==> src/rtl/wash_pkg.sv <==
// ---------------------------------------------------------------------------
// wash_pkg
// Shared definitions for the wash cycle scheduler slice.
//   - bcd8_t          : two-digit packed BCD value (tens in [7:4], units in [3:0])
//   - PH_* constants  : phase / FSM state encodings, also driven on the phase port
//   - T_*_DEFAULT     : default run and stop durations in BCD seconds
// ---------------------------------------------------------------------------
package wash_pkg;

   typedef logic [7:0] bcd8_t;

   localparam logic [2:0] PH_IDLE   = 3'd0;
   localparam logic [2:0] PH_FWD    = 3'd1;
   localparam logic [2:0] PH_STOP1  = 3'd2;
   localparam logic [2:0] PH_REV    = 3'd3;
   localparam logic [2:0] PH_STOP2  = 3'd4;
   localparam logic [2:0] PH_DONE   = 3'd5;
   localparam logic [2:0] PH_PAUSED = 3'd6;

   localparam bcd8_t T_RUN_DEFAULT  = 8'h60;
   localparam bcd8_t T_STOP_DEFAULT = 8'h05;

endpackage

==> src/rtl/bcd_down_counter8.sv <==
// ---------------------------------------------------------------------------
// bcd_down_counter8
// Two-digit BCD down counter used as the phase countdown.
// Ports:
//   clk      : system clock
//   rst      : asynchronous active-low reset, clears value to 00
//   load     : load load_val this clk (wins over en)
//   load_val : BCD value to load
//   en       : decrement by one BCD step this clk; value sticks at 00
//   value    : current BCD value
//   is_one   : value == 8'h01 (last second of the phase)
// ---------------------------------------------------------------------------
module bcd_down_counter8
   import wash_pkg::*;
(
   input  logic  clk,
   input  logic  rst,
   input  logic  load,
   input  bcd8_t load_val,
   input  logic  en,
   output bcd8_t value,
   output logic  is_one
);

   bcd8_t value_reg;
   bcd8_t value_next;

   // Units borrow from tens; at 00 neither branch fires so the value holds.
   always_comb begin
      value_next = value_reg;
      if (value_reg[3:0] != 4'd0) begin
         value_next[3:0] = value_reg[3:0] - 4'd1;
      end else if (value_reg[7:4] != 4'd0) begin
         value_next[7:4] = value_reg[7:4] - 4'd1;
         value_next[3:0] = 4'd9;
      end
   end

   always_ff @(posedge clk or negedge rst) begin
      if (!rst) begin
         value_reg <= 8'h00;
      end else if (load) begin
         value_reg <= load_val;
      end else if (en) begin
         value_reg <= value_next;
      end
   end

   assign value  = value_reg;
   assign is_one = (value_reg == 8'h01);

endmodule

==> src/rtl/wash_cycle_scheduler.sv <==
// ---------------------------------------------------------------------------
// wash_cycle_scheduler
// Sequences a wash program: FWD run, STOP1, REV run, STOP2, repeated for the
// selected number of cycles, with a pause/door interlock and blinking alarm.
// Ports:
//   clk         : system clock
//   rst         : asynchronous active-low reset
//   tick        : one-clk 1 Hz enable
//   start       : level, rising edge requests a program start
//   pause       : level, high holds the program
//   door_open   : level, high = door open (holds program and raises error)
//   cycles      : cycle count, sampled only on an accepted start
//   motor_fwd   : forward drive
//   motor_rev   : reverse drive
//   phase       : current phase (PH_* encoding)
//   remaining   : BCD seconds left in the current phase
//   cycles_left : cycles not yet completed, including the current one
//   done        : high in DONE
//   alarm       : blinking error indication
// Parameters:
//   T_RUN  : run phase duration, BCD seconds 01..99
//   T_STOP : stop phase duration, BCD seconds 01..99
// ---------------------------------------------------------------------------
module wash_cycle_scheduler
   import wash_pkg::*;
#(
   parameter bcd8_t T_RUN  = T_RUN_DEFAULT,
   parameter bcd8_t T_STOP = T_STOP_DEFAULT
) (
   input  logic       clk,
   input  logic       rst,
   input  logic       tick,
   input  logic       start,
   input  logic       pause,
   input  logic       door_open,
   input  logic [3:0] cycles,
   output logic       motor_fwd,
   output logic       motor_rev,
   output logic [2:0] phase,
   output logic [7:0] remaining,
   output logic [3:0] cycles_left,
   output logic       done,
   output logic       alarm
);

   logic [2:0] state_reg,       state_next;
   logic [2:0] resume_reg,      resume_next;
   logic [3:0] cycles_left_reg, cycles_left_next;
   logic       err_reg,         err_next;
   logic       blink_reg;
   logic       start_q_reg;
   logic       armed_reg;
   logic       motor_fwd_reg;
   logic       motor_rev_reg;

   logic       start_edge;
   logic       cnt_load;
   bcd8_t      cnt_load_val;
   logic       cnt_en;
   bcd8_t      cnt_value;
   logic       cnt_is_one;

   // start_q clears on reset, so a start held high through reset would look
   // like a fresh edge on the first clk afterwards. armed_reg masks that first
   // clk; by the second clk start_q holds the real level of start.
   assign start_edge = start & ~start_q_reg & armed_reg;

   bcd_down_counter8 u_countdown (
      .clk      (clk),
      .rst      (rst),
      .load     (cnt_load),
      .load_val (cnt_load_val),
      .en       (cnt_en),
      .value    (cnt_value),
      .is_one   (cnt_is_one)
   );

   always_comb begin
      state_next       = state_reg;
      resume_next      = resume_reg;
      cycles_left_next = cycles_left_reg;
      err_next         = err_reg;
      cnt_load         = 1'b0;
      cnt_load_val     = T_RUN;
      cnt_en           = 1'b0;

      case (state_reg)
         PH_IDLE, PH_DONE: begin
            if (start_edge) begin
               if ((cycles != 4'd0) && !door_open) begin
                  state_next       = PH_FWD;
                  cnt_load         = 1'b1;
                  cnt_load_val     = T_RUN;
                  cycles_left_next = cycles;
                  err_next         = 1'b0;
               end else begin
                  err_next = 1'b1;
               end
            end
         end

         PH_FWD, PH_STOP1, PH_REV, PH_STOP2: begin
            // Hold requests take priority; a coincident tick is dropped.
            if (pause || door_open) begin
               state_next  = PH_PAUSED;
               resume_next = state_reg;
               if (door_open) begin
                  err_next = 1'b1;
               end
            end else if (tick) begin
               if (cnt_is_one) begin
                  // Phase ends on its last second: load the next duration now
                  // so every phase spans exactly its parameter in ticks.
                  cnt_load = 1'b1;
                  case (state_reg)
                     PH_FWD: begin
                        state_next   = PH_STOP1;
                        cnt_load_val = T_STOP;
                     end
                     PH_STOP1: begin
                        state_next   = PH_REV;
                        cnt_load_val = T_RUN;
                     end
                     PH_REV: begin
                        state_next   = PH_STOP2;
                        cnt_load_val = T_STOP;
                     end
                     default: begin
                        if (cycles_left_reg == 4'd1) begin
                           state_next       = PH_DONE;
                           cnt_load_val     = 8'h00;
                           cycles_left_next = 4'd0;
                        end else begin
                           state_next       = PH_FWD;
                           cnt_load_val     = T_RUN;
                           cycles_left_next = cycles_left_reg - 4'd1;
                        end
                     end
                  endcase
               end else begin
                  cnt_en = 1'b1;
               end
            end
         end

         PH_PAUSED: begin
            if (!pause && !door_open) begin
               state_next = resume_reg;
            end
         end

         default: begin
            state_next = PH_IDLE;
         end
      endcase
   end

   always_ff @(posedge clk or negedge rst) begin
      if (!rst) begin
         state_reg       <= PH_IDLE;
         resume_reg      <= PH_IDLE;
         cycles_left_reg <= 4'd0;
         err_reg         <= 1'b0;
         blink_reg       <= 1'b0;
         start_q_reg     <= 1'b0;
         armed_reg       <= 1'b0;
         motor_fwd_reg   <= 1'b0;
         motor_rev_reg   <= 1'b0;
      end else begin
         state_reg       <= state_next;
         resume_reg      <= resume_next;
         cycles_left_reg <= cycles_left_next;
         err_reg         <= err_next;
         start_q_reg     <= start;
         armed_reg       <= 1'b1;
         // Motor flops follow state_next so they line up with state_reg.
         motor_fwd_reg   <= (state_next == PH_FWD);
         motor_rev_reg   <= (state_next == PH_REV);
         if (!err_reg) begin
            blink_reg <= 1'b0;
         end else if (tick) begin
            blink_reg <= ~blink_reg;
         end
      end
   end

   assign motor_fwd   = motor_fwd_reg;
   assign motor_rev   = motor_rev_reg;
   assign phase       = state_reg;
   assign remaining   = cnt_value;
   assign cycles_left = cycles_left_reg;
   assign done        = (state_reg == PH_DONE);
   assign alarm       = err_reg & blink_reg;

endmodule

==> config.mk <==
export PLATFORM = sky130hd
export DESIGN_NAME = wash_cycle_scheduler
export DESIGN_NICKNAME = d
export VERILOG_FILES = /design/src/rtl/wash_pkg.sv /design/src/rtl/bcd_down_counter8.sv /design/src/rtl/wash_cycle_scheduler.sv
export SDC_FILE = /design/constraint.sdc
export NUM_CORES = 1
export LEC_CHECK = 0
export CELL_PAD_IN_SITES_DETAIL_PLACEMENT = 0
export CELL_PAD_IN_SITES_GLOBAL_PLACEMENT = 1
export CORE_ASPECT_RATIO = 0.75
export CORE_MARGIN = 4
export CORE_UTILIZATION = 42
export CTS_BUF_LIST = sky130_fd_sc_hd__clkbuf_16
export CTS_CLUSTER_DIAMETER = 50
export CTS_CLUSTER_SIZE = 20
export DETAILED_ROUTE_END_ITERATION = 6
export GPL_TIMING_DRIVEN = 0
export PLACE_DENSITY = 0.86
export SYNTH_ARGS = -nofsm -noshare
export SYNTH_HDL_FRONTEND = slang
export SYNTH_SLANG_ARGS = --single-unit
==> constraint.sdc <==
create_clock -name clk -period 4.1 [get_ports clk]
set_input_delay 0.615 -clock clk [delete_from_list [all_inputs] [get_ports clk]]
set_output_delay 0.615 -clock clk [all_outputs]
set_load 0.05 [all_outputs]
==> results of run 1 <==
cell usage after synthesis (3+ instances only):
cell,instances
a21oi_1,4
a22oi_1,3
a31oi_1,3
and2_1,3
dfrtp_1,24
ha_1,4
inv_1,9
mux2i_1,4
nand2_1,8
nand2b_1,3
nand3_1,5
nand3b_1,3
nand4_1,3
nor2_1,10
nor2b_1,5
nor3_1,6
nor3b_1,3
o211ai_1,3
o21ai_0,11
o21bai_1,3
or3_1,3
xor2_1,4
cell type report:
cell class,instances,area [um^2]
flip-flops and latches,24,601
multi-input cells,124,865
plain buffers,7,47.5
clock inverters,1,3.75
well taps,50,62.6
clock buffers,3,75.1
inverters,9,33.8
repair buffers,28,280
fillers,324,1460
logic make-up after synthesis:
| group | count (synthesis) | synth area share [%] |
|---|---|---|
| simple gates | 65 | 25.6 |
| compound gates | 43 | 19.9 |
| flops | 24 | 38.8 |
| buf+inv | 16 | 5.26 |
| xor+xnor | 6 | 3.40 |
| mux | 5 | 3.56 |
| fa+ha+maj | 4 | 3.24 |
| other cells | 1 | 0.242 |
metal layers:
| layer | track usage (%) | up-vias | wire (um) |
|---|---|---|---|
| li1 | - | 665 | - |
| met1 | 23.2 | 656 | 1820 |
| met2 | 29.6 | 50 | 1680 |
| met3 | 3.86 | 2 | 244 |
| met4 | 3.74 | 0 | 23 |
| met5 | 0 | - | 0 |
worst max-delay path by stage:
stage,end,cells after the start,slack [ns]
global placement,u_countdown.value[2],6,1.46
floorplan,done,3,1.92
CTS,done,4,1.36
finish,done,4,1.34
detailed placement,u_countdown.value[2],6,1.39
global route,done,4,1.28
power by group through the flow:
stage | logic [mW] | clock network [mW] | registers [mW]
final | 0.766 | 0.212 | 0.387
after global routing | 0.822 | 0.229 | 0.400
after CTS | 0.766 | 0.217 | 0.386
after detailed placement | 0.763 | 0 | 0.389
after global placement | 0.752 | 0 | 0.382
after floorplan | 0.366 | 0 | 0.556
critical path, cell delays in order (launching register included):
cell             delay (ns)
dfrtp_1                0.36
buf_6                  0.15
clkbuf_1               0.34
and3_1                 0.24
clkdlybuf4s50_1        0.80
layout by cell type, fill, tap and decap left out, drive strengths merged, types with 3 or more instances in the layout:
| cell | Yosys | layout |
|---|---|---|
| a21oi | 4 | 4 |
| a22oi | 3 | 3 |
| a31oi | 3 | 3 |
| and2 | 3 | 3 |
| buf | 5 | 5 |
| clkbuf | 2 | 5 |
| clkdlybuf4s50 | 0 | 28 |
| dfrtp | 24 | 24 |
| ha | 4 | 4 |
| inv | 9 | 9 |
| mux2i | 4 | 4 |
| nand2 | 9 | 9 |
| nand2b | 3 | 3 |
| nand3 | 5 | 5 |
| nand3b | 3 | 3 |
| nand4 | 3 | 3 |
| nor2 | 10 | 10 |
| nor2b | 5 | 5 |
| nor3 | 6 | 6 |
| nor3b | 3 | 3 |
| o211ai | 3 | 3 |
| o21ai | 13 | 13 |
| o21bai | 3 | 3 |
| or3 | 3 | 3 |
| xor2 | 4 | 4 |
per-stage QoR:
step	util, %	setup WS, ns
after global routing	57.5	1.28
after floorplan	-	1.92
after detailed placement	55.2	1.39
after CTS	57.5	1.36
final	57.5	1.34
after global placement	55.2	1.46
==> impl_metrics.py, run 1 <==
metrics = {
    "sta": {
        "setup_viol": 0,
        "fin_hold_ws_ns": 0.530,
        "fin_skew_ns": 0.00276,
        "slew_viol_final": 0,
        "slew_headroom_pct": 28.3,
        "period_share_pct": 67.4,
        "fmax_mhz": 362,
        "final-hold-violation-count": 0,
        "finalSetupTns_ns": 0,
        "period_minus_slack_ns": 2.76,
        "worstMarginPinSlew_ns": 1.07,
        "rsz0062_at_grt": "false",
    },
    "worst_setup_path": {
        "reg2reg_depth": 8,
        "worstPathMaxFanout": 10,
        "critPathLaunchType": "flip-flop",
        "required_ns": 3.48,
        "critical_path_class": "flip-flop to primary output",
        "r2r-end": "cycles_left[3]",
        "endpoint_kind": "primary output",
        "startpoint": "phase[2]",
        "r2r_start": "u_countdown.value[4]",
        "crit_arrival_ns": 2.15,
        "reg2reg_setup_slack_ns": 2.04,
    },
    "final_layout": {
        "final_nets": 211,
        "largest_register_ffs": 8,
        "drive_gt1_share_pct": 8.67,
        "syn2layout_area_growth_pct": 27.3,
        "finalInstanceArea_um2": 1970,
        "fin_cells": 246,
        "diodes": 0,
    },
    "worst_hold_path": {
        "min_path_cells": 2,
        "min_from": "resume_reg[1]",
        "hold_path_class": "flip-flop to flip-flop",
        "holdPathEnd": "resume_reg[1]",
    },
    "floorplan": {
        "rows": 18,
        "dieArea_um2": 4730,
        "dieHeight_um": 60.6,
        "num_io_pins": 29,
        "fp.dieW_um": 78.1,
        "start_util_pct": 45.2,
        "core_um2": 3420,
    },
    "clock_network": {
        "worstSkewPairLatency_ns": 0.26,
        "cts_resized": 0,
        "holdBufCountCts": 0,
        "cts_buffer_depth": 2,
        "numCtsBuffers": 3,
        "h-tree-depth": 1,
        "cts_tree": "built",
        "clk_pin_slew_ns": 0.06,
        "cts_setup_buffers": 0,
        "cts.sinks": 24,
        "clk_root_buffer_cell": "clkbuf_16",
    },
    "logic_synthesis": {
        "synth_edf_count": 0,
        "synth_nets": 178,
        "ys_warn_count": 0,
        "postSynthAreaPerCell_um2": 9.43,
        "ys_ff_latch": 24,
        "syn_inst": 164,
        "synth_top_area_share_pct": 38.8,
        "seq_area_frac_synth_pct": 38.8,
        "synth_cell_type_count": 53,
        "synth_area_leader_cell": "dfrtp_1",
        "syn_area_um2": 1550,
        "synthFlopType": "dfrtp_1",
        "postSynth.asyncResetShare_pct": 100,
        "yosys-top-cells-area": "dfrtp_1, o21ai_0, ha_1",
    },
    "global_route": {
        "grt_pass1_vias": 1330,
        "grt_max_degree": 25,
        "grt_overflow": 0,
        "grt_pass1_wl_um": 6400,
        "antenna_found_initial": 0,
        "grt_use_total_pct": 17.4,
    },
    "power": {
        "p_per_area_nw_per_um2": 693,
        "p_sw_mw": 0.646,
        "combPwrFrac_pct": 56.1,
        "leakagePower_nw": 0.805,
        "finalPower_mw": 1.36,
        "intPower_mw": 0.718,
        "pwr-share-seq_pct": 28.4,
        "p_clk_share_pct": 15.5,
        "swShare_pct": 47.3,
        "ir_drop_v": 0.000274,
    },
    "detailed_routing": {
        "wirelength_um": 3770,
        "ant_nets": 0,
        "drt_iter0_markers": 93,
        "drc": 0,
        "vias": 1373,
        "vias_per_cell": 5.58,
        "detailedRoute.firstPassIterationCount": 4,
        "avgRoutedWirePerCell_um": 15.3,
    },
    "run_status": {
        "status": "finished clean",
    },
    "place": {
        "place_area_um2": 1890,
        "dp.cells": 242,
        "hpwl_um": 2860,
        "io_buffers": 28,
        "gp_congestion": 0.864,
    },
    "flow_run": {
        "maxCapViolations": 0,
    },
}
Power figures use the tool's default switching activity.
==> inputs of run 2 (changes only) <==
--- a/config.mk
+++ b/config.mk
@@ -9,13 +9,13 @@
 export CELL_PAD_IN_SITES_GLOBAL_PLACEMENT = 1
 export CORE_ASPECT_RATIO = 0.75
 export CORE_MARGIN = 4
-export CORE_UTILIZATION = 42
+export CORE_UTILIZATION = 35
 export CTS_BUF_LIST = sky130_fd_sc_hd__clkbuf_16
 export CTS_CLUSTER_DIAMETER = 50
 export CTS_CLUSTER_SIZE = 20
 export DETAILED_ROUTE_END_ITERATION = 6
 export GPL_TIMING_DRIVEN = 0
-export PLACE_DENSITY = 0.86
+export PLACE_DENSITY = 0.77
 export SYNTH_ARGS = -nofsm -noshare
 export SYNTH_HDL_FRONTEND = slang
 export SYNTH_SLANG_ARGS = --single-unit
==> constraint.sdc (replaced) <==
create_clock -name clk -period 2.3 [get_ports clk]
set_input_delay 0.345 -clock clk [delete_from_list [all_inputs] [get_ports clk]]
set_output_delay 0.345 -clock clk [all_outputs]
set_load 0.05 [all_outputs]
==> run 2 against run 1 <==
Sequential power increased by 78%. Utilization fell by 9.9 points. First-iteration DRC count rose by 5.4%. Non-clock buffer count is the same. Critical path depth up 2. Via count down 1.6%. Routed wire length grew 0.11%. Sequential share of layout area is 0.15 points lower. Largest cell class unchanged.
==> impl_metrics.py, run 2 (synthesis results as in run 1) <==
metrics = {
    "power": {
        "swShare_pct": 47.3,
        "p_per_area_nw_per_um2": 1230,
        "pwr-share-seq_pct": 28.2,
        "intPower_mw": 1.28,
        "ir_drop_v": 0.000481,
        "p_sw_mw": 1.15,
        "combPwrFrac_pct": 56.3,
        "finalPower_mw": 2.43,
        "p_clk_share_pct": 15.5,
        "leakagePower_nw": 0.814,
    },
    "final_layout": {
        "layout_commonest_cell": "clkdlybuf4s50_1",
        "finalInstanceArea_um2": 1980,
        "fill_cells": 418,
        "multi_input_area_um2": 870,
        "seqCellArea_um2": 601,
        "diodes": 0,
        "drive_gt1_share_pct": 9.18,
        "largest_register_ffs": 8,
        "syn2layout_area_growth_pct": 27.9,
        "final_nets": 211,
        "layout_common_cells": "clkdlybuf4s50_1, dfrtp_1, o21ai_0",
    },
    "detailed_routing": {
        "vias": 1351,
        "wirelength_um": 3780,
        "ant_nets": 0,
        "drt_iter0_markers": 98,
        "detailedRoute.firstPassIterationCount": 4,
        "avgRoutedWirePerCell_um": 15.0,
        "drc": 0,
        "vias_per_cell": 5.38,
    },
    "sta": {
        "final-hold-violation-count": 0,
        "finalSetupTns_ns": 0,
        "fin_ws_ns": 0.115,
        "slew_viol_final": 0,
        "fin_skew_ns": 0.000967,
        "worstMarginPinSlew_ns": 1.10,
        "period_minus_slack_ns": 2.19,
        "slew_headroom_pct": 26.6,
        "rsz0062_at_grt": "false",
        "setup_viol": 0,
        "fmax_mhz": 458,
        "period_share_pct": 95.0,
    },
    "clock_network": {
        "cts_setup_buffers": 0,
        "cts.sinks": 24,
        "numCtsBuffers": 3,
        "cts_tree": "built",
        "h-tree-depth": 1,
        "clk_pin_slew_ns": 0.06,
        "cts_buffer_depth": 2,
        "clk_root_buffer_cell": "clkbuf_16",
        "worstSkewPairLatency_ns": 0.26,
    },
    "global_route": {
        "grt_overflow": 0,
        "antenna_found_initial": 0,
        "grt_pass1_wl_um": 6560,
        "grt_pass1_vias": 1375,
        "grt_max_degree": 25,
        "grt_use_total_pct": 14.7,
    },
    "worst_setup_path": {
        "crit_arrival_ns": 2.36,
        "worstPathMaxFanout": 7,
        "critical_path_class": "input port to flip-flop",
        "endpoint_kind": "flip-flop",
        "critPathLaunchType": "input port",
        "required_ns": 2.47,
    },
    "place": {
        "gp_congestion": 0.875,
        "place_area_um2": 1900,
        "io_buffers": 28,
        "hpwl_um": 2860,
        "dp_slack_ns": -0.151,
    },
    "floorplan": {
        "dieHeight_um": 65.6,
        "fp.dieW_um": 84.8,
        "core_um2": 4150,
        "num_io_pins": 29,
        "start_util_pct": 37.2,
        "rows": 20,
        "dieArea_um2": 5560,
    },
    "run_status": {
        "status": "finished clean",
    },
    "flow_run": {
        "maxCapViolations": 0,
    },
    "worst_hold_path": {
        "hold_path_class": "flip-flop to flip-flop",
    },
}
-- run 2: timing repair --
action,in CTS,in global routing
resized for setup,1,1
hold buffers,0,0
cloned,0,0
setup endpoints to repair,1,1
-- run 2: final timing paths --
| kind | to | slack (ns) | startpoint | cells past startpoint |
|---|---|---|---|---|
| max | u_countdown.value[2] | 0.11 | door_open | 6 |
| min | resume_reg[1] | 0.51 | resume_reg[1] | 2 |
| max reg2reg | cycles_left[3] | 0.21 | u_countdown.value[4] | 8 |
| min reg2reg | resume_reg[1] | 0.51 | resume_reg[1] | 2 |
| max in group asynchronous | phase[2] | 0.96 | rst | 1 |
| min in group asynchronous | cycles_left[1] | 0.68 | rst | 1 |
-- run 2: worst max-delay path, stage by stage --
cell and delay (ns):
clkdlybuf4s50_1 0.51, nor2_1 0.42, nand4_1 0.36, or3_1 0.43
mux2i_1 0.12, o21ai_0 0.16
-- run 2: layout make-up --
| cell class | instances | area share, % |
|---|---|---|
| multi-input combinational | 124 | 44.0 |
| sequential | 24 | 30.4 |
| timing repair buffer | 28 | 14.1 |
| clock buffer | 3 | 3.80 |
| tap | 55 | 3.48 |
| buffer | 7 | 2.40 |
| inverter | 9 | 1.71 |
| clock inverter | 1 | 0.190 |
-- run 2: stage by stage --
stage                     hold WS, ns  utilization (%)  cells
after detailed placement        0.503             45.6    247
after global routing            0.559             47.6    251
final                           0.509             47.6    251
after global placement          0.481             45.6    247
after floorplan                0.0494                -    164
after CTS                       0.517             47.5    251
-- run 2: power by group through the flow --
stage               logic, mW  clock network, mW  registers (mW)
detailed placement       1.36                  0           0.691
floorplan               0.653                  0           0.990
global route             1.47              0.410           0.709
CTS                      1.37              0.388           0.686
global placement         1.35                  0           0.682
finish                   1.37              0.377           0.687
-- run 2: metal layers --
layer  GRT usage [%]  vias to the layer above  wire (um)
met2            22.8                       39       1680
met3            3.63                        2        191
met5               0                        -          0
li1                -                      668          -
met1            20.1                      642       1880
met4            4.55                        0         29
